`config.mk`:
```
export PLATFORM = sky130hd
export DESIGN_NAME = conv1_pixel_streamer
export DESIGN_NICKNAME = d
export VERILOG_FILES = /design/src/rtl/conv1_pixel_streamer.sv
export SDC_FILE = /design/constraint.sdc
export NUM_CORES = 1
export LEC_CHECK = 0
export CORE_MARGIN = 2
export CORE_UTILIZATION = 44
export DETAILED_ROUTE_END_ITERATION = 16
export PLACE_DENSITY_LB_ADDON = 0.05
export SYNTH_ARGS = -nofsm -noshare
export SYNTH_HDL_FRONTEND = slang
export SYNTH_SLANG_ARGS = --single-unit
```
`constraint.sdc`:
```
create_clock -name clk -period 2.27 [get_ports clk]
set_clock_uncertainty 0.15 [all_clocks]
set_input_delay 0.454 -clock clk [delete_from_list [all_inputs] [get_ports clk]]
set_output_delay 0.454 -clock clk [all_outputs]
set_load 0.02 [all_outputs]
```
`src/rtl/conv1_pixel_streamer.sv`:
```
// conv1_pixel_streamer: reads an image from memory in raster order once per
// filter. Before each pass it clears the downstream line buffer, then feeds
// every pixel to that buffer exactly once.
module conv1_pixel_streamer #(
    parameter int DATA_WIDTH  = 8,
    parameter int IMG_W       = 28,
    parameter int IMG_H       = 28,
    parameter int NUM_FILTERS = 6,
    parameter int ADDR_WIDTH  = $clog2(IMG_W * IMG_H)
) (
    input  logic                               clk,
    input  logic                               resetn,
    input  logic                               start,
    input  logic                               hold,
    input  logic                               abort,
    output logic                               mem_rd_en,
    output logic [ADDR_WIDTH-1:0]              mem_addr,
    input  logic [DATA_WIDTH-1:0]              mem_rdata,
    output logic                               new_filter,
    output logic                               data_push,
    output logic [DATA_WIDTH-1:0]              data_in,
    output logic [$clog2(NUM_FILTERS):0]       filter_idx,
    output logic                               busy,
    output logic                               done
);

    localparam int FW = $clog2(NUM_FILTERS) + 1;
    localparam logic [ADDR_WIDTH-1:0] LAST_ADDR   = ADDR_WIDTH'(IMG_W * IMG_H - 1);
    localparam logic [FW-1:0]         LAST_FILTER = FW'(NUM_FILTERS - 1);

    typedef enum logic [2:0] {
        S_IDLE,
        S_CLEAR,
        S_STREAM,
        S_DRAIN,
        S_DONE
    } state_t;

    state_t                  state, state_d;
    logic [ADDR_WIDTH-1:0]   pix_cnt, pix_cnt_d;
    logic [FW-1:0]           fidx, fidx_d;
    logic                    rd_en;
    logic                    push_q;

    // State register plus pass/pixel counters and the read-data-valid flag.
    // NOTE: only control registers exist here, so all of them take the async reset.
    always_ff @(posedge clk or negedge resetn) begin
        if (!resetn) begin
            state   <= S_IDLE;
            pix_cnt <= '0;
            fidx    <= '0;
            push_q  <= 1'b0;
        end else begin
            // NOTE: non-blocking so every register samples pre-edge values.
            state   <= state_d;
            pix_cnt <= pix_cnt_d;
            fidx    <= fidx_d;
            push_q  <= rd_en;   // memory answers one cycle after the strobe
        end
    end

    // Next-state, counter updates and the read strobe; abort overrides everything.
    always_comb begin
        // NOTE: every variable gets a default first so no path infers a latch.
        state_d   = state;
        pix_cnt_d = pix_cnt;
        fidx_d    = fidx;
        rd_en     = 1'b0;
        if (abort && (state != S_IDLE)) begin
            state_d = S_IDLE;
        end else begin
            case (state)
                S_IDLE: begin
                    if (start) begin
                        state_d = S_CLEAR;
                        fidx_d  = '0;
                    end
                end
                S_CLEAR: begin
                    state_d   = S_STREAM;
                    pix_cnt_d = '0;
                end
                S_STREAM: begin
                    if (!hold) begin
                        rd_en = 1'b1;
                        // Counter parks on the last address so it never overruns.
                        if (pix_cnt == LAST_ADDR) state_d = S_DRAIN;
                        else                      pix_cnt_d = pix_cnt + ADDR_WIDTH'(1);
                    end
                end
                S_DRAIN: begin
                    if (fidx < LAST_FILTER) begin
                        fidx_d  = fidx + FW'(1);
                        state_d = S_CLEAR;
                    end else begin
                        state_d = S_DONE;
                    end
                end
                S_DONE:  state_d = S_IDLE;
                default: state_d = S_IDLE;
            endcase
        end
    end

    assign mem_rd_en  = rd_en;
    assign mem_addr   = pix_cnt;
    assign new_filter = (state == S_CLEAR);
    assign data_push  = push_q;
    assign data_in    = push_q ? mem_rdata : '0;
    assign filter_idx = fidx;
    assign busy       = (state != S_IDLE);
    assign done       = (state == S_DONE) && !abort;

endmodule
```
-- After elaboration in Yosys (flattened, before gate mapping)
Index checks and enable logic that the tools add are counted.
- register bits: 18
- input bits: 13
- output and inout port bits: 27
- word-level logic and storage cells: 46
- $add $sub $neg: 2
- order comparisons: 1
- equality and inequality tests: 12
- muxes and demuxes: 16
- bitwise logic cells: 1
- reduce and logical (&&, ||, !) cells: 10
- operators with widths (operator ; number):
    10-bit two-way mux ; 2
    10-bit one-hot mux with 2 select lines ; 1
    3-bit two-way mux ; 5
    3-bit one-hot mux with 4 select lines ; 1
    10-bit by 1-bit adder with 10-bit output, second input constant ; 1
    10-bit == test, second input constant ; 1
    3-bit != test, second input constant ; 3
    4-bit two-way mux ; 2
    8-bit two-way mux ; 1
    2-bit != test, second input constant ; 4
    4-bit one-hot mux with 2 select lines ; 1
    4-bit AND reduction ; 2
    3-bit by 2-bit == test with 1-bit output, second input constant ; 2
    4-bit by 1-bit adder with 4-bit output, second input constant ; 1
    4-bit by 3-bit < comparator with 1-bit output, second input constant ; 1
    2-bit nonzero test ; 2
    3-bit by 1-bit == test with 1-bit output, second input constant ; 1
    3-bit == test, second input constant ; 1
    3-bit zero test ; 1
    1-bit two-way mux ; 3
    3-bit AND reduction ; 1
    3-bit nonzero test ; 1
    1-bit logical AND ; 2
    1-bit zero test ; 1
    1-bit inverter ; 1

-- Longest topological paths before layout
Gate-level depths: netlist (run 1).
- word-level depth: 5
- gate-level depth with buffers: 6
- gate-level depth less buffers: 6

-- Least setup slack after synthesis (run 1)
No wires, ideal clock.
- kind: in2out
- from: input port abort
- to: output port mem_rd_en
- arrival: 1266 ps
- slack: 400 ps
- cell stages on the path: 3
- buffers on the path: 0
- path through: nand2b_2 or4_4 inv_2
- cells in the longest elaborated chain, start to end: 2
- RTL lines (element ; line ; RTL):
    from (decl) ; 15 ; input logic abort,
    1-bit logical AND ; 69 ; if (abort && (state != S_IDLE)) begin
    1-bit two-way mux ; 69 ;
    to (decl) ; 16 ; output logic mem_rd_en,
Every way passes these cells.

-- Worst setup path after layout (run 1)
- from: input port mem_rdata[3]
- to: output port data_in[3]
- cells in the longest elaborated chain, start to end: 1
- RTL lines (element ; line ; RTL):
    from (decl) ; 18 ; input logic [DATA_WIDTH-1:0] mem_rdata,
    8-bit two-way mux ; 109 ; assign data_in = push_q ? mem_rdata : '0;
    to (decl) ; 21 ; output logic [DATA_WIDTH-1:0] data_in,
Every way passes these cells.

==> results of run 1 <==
## final cells by class
type | count | area [µm²]
tap | 30 | 37.5
multi-input combinational | 88 | 634
sequential | 18 | 450
clock buffer | 4 | 36.3
timing repair buffer | 50 | 478
inverter | 6 | 22.5
fill | 207 | 796
## cells by family after synthesis
logic type	synth area share
AO/OA/AOI/OAI	0.218
AND/OR/NAND/NOR	0.282
multiplexers	0.0178
XOR/XNOR	0.00778
adder cells (fa/ha/maj)	0.0333
flip-flops	0.400
buffers and inverters	0.0411
## critical path, delay by kind of cell
kind                   cells  cell delay, ns
and+or+nand+nor            1            0.12
buffers and inverters      2            1.04
## how the worst min path moves through the flow
stage                                to  slack (ns)  cells after the start
after floorplan               data_push       0.008                      0
after global placement    filter_idx[2]        0.39                      1
after detailed placement  filter_idx[2]        0.40                      1
after CTS                 filter_idx[3]        0.31                      2
after global routing           state[1]        0.32                      3
final                          state[1]        0.30                      3
## flip-flops by register name (all words and copies together) (netlist names)
register	cells
state	3
mem_addr	10
filter_idx	4
data_push	1
## synthesized netlist by cell type, types with 2 or more instances
cell / count / area [µm²]
nand2_1: 7 / 26.3
mux2i_1: 2 / 20.0
a21o_1: 2 / 15.0
and2_1: 9 / 56.3
and3_1: 8 / 50.1
dfrtp_1: 18 / 450
inv_1: 5 / 18.8
nand2b_2: 2 / 17.5
o22a_1: 4 / 35.0
nor2_1: 7 / 26.3
nor2b_1: 3 / 18.8
ha_1: 3 / 37.5
nor3_1: 5 / 25.0
o21ai_0: 8 / 40.0
nand4_1: 3 / 18.8
nand3_1: 2 / 10.0
## timing repair
item                                    4_1_cts  5_1_grt
endpoints found under the setup margin        4        4
pin swaps                                     0        1
resized for setup                             9        4
endpoints found under the hold margin         0        0
## power by group through the flow
stage | Sequential (W) | Clock (W) | Combinational [W]
after detailed placement | 0.000465 | 0 | 0.000743
after global placement | 0.000459 | 0 | 0.000731
after floorplan | 0.000499 | 0 | 0.000411
final | 0.000463 | 0.000209 | 0.000726
after CTS | 0.000458 | 0.000212 | 0.000729
after global routing | 0.000471 | 0.000222 | 0.000798
## layer usage
layer,GRT usage,up-vias,wire length [µm]
met5,0,-,0
met4,0.117,0,55
met1,0.235,517,1220
met2,0.349,30,1360
li1,-,528,-
met3,0.0492,6,194
## metrics by stage
step | utilization | hold WS, ns | setup TNS [ns] | cells | worst slack [ns]
final | 0.676 | 0.303 | 0 | 196 | 0.0562
after global routing | 0.676 | 0.315 | 0 | 196 | 0.00400
after CTS | 0.671 | 0.307 | -0.0345 | 196 | -0.0345
after detailed placement | 0.657 | 0.399 | -0.734 | 192 | -0.508
after global placement | 0.657 | 0.388 | -0.681 | 192 | -0.491
after floorplan | - | 0.00841 | 0 | 115 | 0.400
==> results.md, run 1 <==
- Final Power: 0.00140 W
- Slew headroom: 0.688
- Max-cap violations: 0
- First-pass GRT wire length: 4410 µm
- GRT Residual Overflow: 0
- Switching Share: 0.414
- DR WL/cell: 14.4 µm
- Arr. time, crit path: 1.61 ns
- Width of the chip: 54.6 µm
- GP Congestion: 0.858
- Seq pwr share: 0.331
- Vias per std cell: 5.52
- # nets final: 183
- RSZ-0062 raised after global routing: false
- Critical-path cell list: clkdlybuf4s50_1 -> and2_1 -> clkdlybuf4s50_1
- CP required: 1.67 ns
- Worst Path Max Fanout: 1
- Cell area after synthesis: 1130 µm²
- Crit-path max cell delay: 0.60 ns
- Pwr/cell area: 843 nW/µm²
- Setup violators final: 0
- Lkg Pwr: 0.792 nW
- Most frequent cell on the critical path: clkdlybuf4s50_1
- Switching power: 0.000579 W
- CP Capture Point: data_in[3]
- CP Class: primary input to output port
- N_diodes: 0
- Avg Inst Size Synth: 9.79 µm²
- Post-synth EDFFs: 0
- Synth Instances: 115
- Worst hold path type: primary input to flop
- Maximum vdd drop: 644 µV
- Fin area: 1660 µm²
- Fraction of layout cells with a size suffix above 1: 0.145
- Async set-reset flop share out of synthesis: 1.00
- Vias: 1081
- Least-Margin Pin Slew: 0.467 ns
- Minimum clock period: 2.21 ns
- Hold wc startpoint: abort
- Worst setup EP type: output port
- Initial DRC Count: 17
- Setup crit start: mem_rdata[3]
- Count of cell types in the netlist: 43
- Sink Count: 18
- CTS tree: yes
- Seq cells post-synth: 18
- Post-CTS Setup Repair Bufs: 0
- Total GRT Usage: 0.206
- Status: completed
- Max-slew violation count: 0
- Max H-tree Level: 1
- Reg-to-reg endpoint: mem_addr[6]
- DP HPWL: 2160 µm
- Die Span Y: 54.6 µm
- Syn_nets: 131
- Leading cell types in the layout, fill and taps excluded: clkdlybuf4s50_1, dfrtp_1, buf_4
- Initial antenna violation count: 0
- Power Internal: 0.000819 W
- Clk Latency, worst-skew pair: 0.31 ns
- Yosys warns: 0
- Placed instance area: 1610 µm²
- Fin crit share: 0.975
- Final Hold Fails: 0
- Cells on worst reg2reg path: 5
- Antenna viol nets, final: 0
- DRC errors left: 0
- Clock buffer count from CTS: 3
- Largest net degree at the start of global routing: 19
- Comb pwr share: 0.520
- Die area: 2980 µm²
- Core area: 2450 µm²
- Hold Buf Count CTS: 0
- Clk root buf: clkbuf_4
- Vias in the first global route: 1050
- 1st-pass router iterations: 4
- CTS max path bufs: 2
- FMAX: 452 MHz
- Sequential-to-total area share from yosys stat: 0.400
- PortBufs: 39
- FF-to-FF setup slack: 0.17 ns
- Clock-pin slew on the worst setup and hold paths: 0.11 ns
- Standard-cell rows: 18
- Clock network power share: 0.150
- Total wire length: 2830 µm
- Launching point of the worst reg2reg path: mem_addr[0]
- Area Growth Syn to Fin: 47.3%
- Top FF cell, synth: dfrtp_1
- Initial Util: 0.459
- CP max-delay cell: clkdlybuf4s50_1
- Most common cell after layout, fill and taps aside: clkdlybuf4s50_1
- Type of origin of the critical path: primary input
- I/O pin count: 40
Power figures use the tool's default switching activity.
==> run 2: changes to the inputs <==
--- a/config.mk
+++ b/config.mk
@@ -5,10 +5,12 @@
 export SDC_FILE = /design/constraint.sdc
 export NUM_CORES = 1
 export LEC_CHECK = 0
+export CAP_MARGIN = 25
 export CORE_MARGIN = 2
 export CORE_UTILIZATION = 44
 export DETAILED_ROUTE_END_ITERATION = 16
 export PLACE_DENSITY_LB_ADDON = 0.05
+export SLEW_MARGIN = 30
 export SYNTH_ARGS = -nofsm -noshare
 export SYNTH_HDL_FRONTEND = slang
 export SYNTH_SLANG_ARGS = --single-unit
==> results of run 2 <==
The final DEF is identical to that of run 1; final timing and power are the same.
==> patch (flow settings as in run 1) <==
One comparison of `pix_cnt` changes from == to >=.
--- a/src/rtl/conv1_pixel_streamer.sv
+++ b/src/rtl/conv1_pixel_streamer.sv
@@ -84,7 +84,7 @@
                     if (!hold) begin
                         rd_en = 1'b1;
                         // Counter parks on the last address so it never overruns.
-                        if (pix_cnt == LAST_ADDR) state_d = S_DRAIN;
+                        if (pix_cnt >= LAST_ADDR) state_d = S_DRAIN;
                         else                      pix_cnt_d = pix_cnt + ADDR_WIDTH'(1);
                     end
                 end
Behaviour: same outputs for any inputs over 10 cycles, from zero or initial values and one cycle with resetn low; that may be too few to reach the edited logic, so the function may still have changed.
==> patch against run 1 <==
Die area grew 1.2%. Register-to-register slack better by 180 ps. Area after synthesis up 1.3%. Global-route usage decreased by 0.28 points. First-iteration DRC count decreased by 12%. Final area decreased by 3.0%. Power down 19%. Count of clock-buffer cells in the layout fell by 1. Sequential cell count is the same. Routed wire length is 2.5% lower. Non-clock buffer count down 3. Setup slack got worse by 11 ps. Largest power group unchanged.
==> patch: results (changes against run 1) <==
routing usage on met3: 4.03% (was 4.92%)
Commonest cells post-synth: dfrtp_1, and2_1, a31oi_1 (was dfrtp_1, and2_1, and3_1, o21ai_0)
max reg flops: 10 (unchanged)
Syn Std Cell Area: 1140 µm² (was 1130 µm²)
M1 WL: 1190 µm (was 1220 µm)
static leakage: 0.765 nW (was 0.792 nW)
Synth warnings: 0 (unchanged)
via count: 1086 (was 1081)
status: finished clean (unchanged)
Nets: 181 (was 183)
clk_lat worst skew: 300 ps
diode count: 0 (unchanged)
share of cells above drive strength 1: 13.5% (was 14.5%)
first-pass GRT wire length: 4400 µm (was 4410 µm)
CP max stage delay: 600 ps (about the same)
drt total wl: 2760 µm (was 2830 µm)
met2 GRT Util: 34.7% (was 34.9%)
metal2 WL: 1290 µm (was 1360 µm)
synth top area cells: dfrtp_1, and2_1, a31oi_1 (was dfrtp_1, and2_1, and3_1)
Initial DRC Count: 15 (was 17)
# resized after CTS: 6 (was 9)
Internal: 0.684 mW (was 0.819 mW)
Seq/Total Area, Yosys: 39.5% (was 40.0%)
Placed Instance Area: 1580 µm² (was 1610 µm²)
DR top layer: met4 (unchanged)
VDD IR max: 0.000595 V (was 0.000644 V)
Tot GR Track Use: 20.3% (was 20.6%)
TritonCTS Buffers: 3 (unchanged)
GPL Wtd Cong: 0.780 (was 0.858)
via count of the first global-routing pass: 987 (was 1050)
dpl hpwl: 2100 µm (was 2160 µm)
HP Class: in2async (was in2reg)
met3 WL: 219 µm (was 194 µm)
syn_nets: 136 (was 131)
pre-CTS setup slack: -382 ps (was -508 ps)
GR Util met1: 25.8% (was 23.5%)
worst slew pin tran: 381 ps (was 467 ps)
patch: worst paths after layout:
check	startpoint	end	cells past startpoint	slack, ps
hold / removal	resetn	filter_idx[0]$_DFFE_PN0P_	2	330
setup / recovery	mem_rdata[7]	data_in[7]	3	50
hold reg to reg	mem_addr[3]$_DFFE_PN0P_	mem_addr[3]$_DFFE_PN0P_	1	390
setup reg to reg	state[0]$_DFFE_PN0P_	mem_addr[9]$_DFFE_PN0P_	4	350
min in group clk	mem_addr[3]$_DFFE_PN0P_	mem_addr[3]$_DFFE_PN0P_	1	390
max in group asynchronous	resetn	mem_addr[4]$_DFFE_PN0P_	2	1430
patch: metrics by stage:
stage | utilization (%) | instances | total power [mW] | hold slack, ps
floorplan | - | 120 | 0.778 | 8.41
global placement | 63.9 | 190 | 0.986 | 365
detailed placement | 63.9 | 190 | 0.998 | 370
CTS | 64.8 | 193 | 1.15 | 336
global route | 64.9 | 193 | 1.23 | 352
finish | 64.9 | 193 | 1.14 | 327
patch: logic make-up after synthesis:
logic type	share of synthesized area, %
compound gates	23.7
simple gates	24.5
flops	39.5
mux	2.74
fa+ha+maj	3.29
buf+inv	6.36
patch: power by group through the flow:
stage	sequential [mW]	combinational (mW)	clock, mW
after global placement	0.415	0.571	0
after floorplan	0.448	0.330	0
final	0.411	0.564	0.163
after CTS	0.412	0.567	0.166
after global routing	0.419	0.624	0.182
after detailed placement	0.417	0.580	0
patch: area by class of cell:
cell class / count / area (µm²)
clock buffers: 3 / 22.5
inverters: 7 / 26.3
fillers: 222 / 868
flip-flops and latches: 18 / 450
well taps: 30 / 37.5
multi-input cells: 88 / 623
repair buffers: 47 / 449
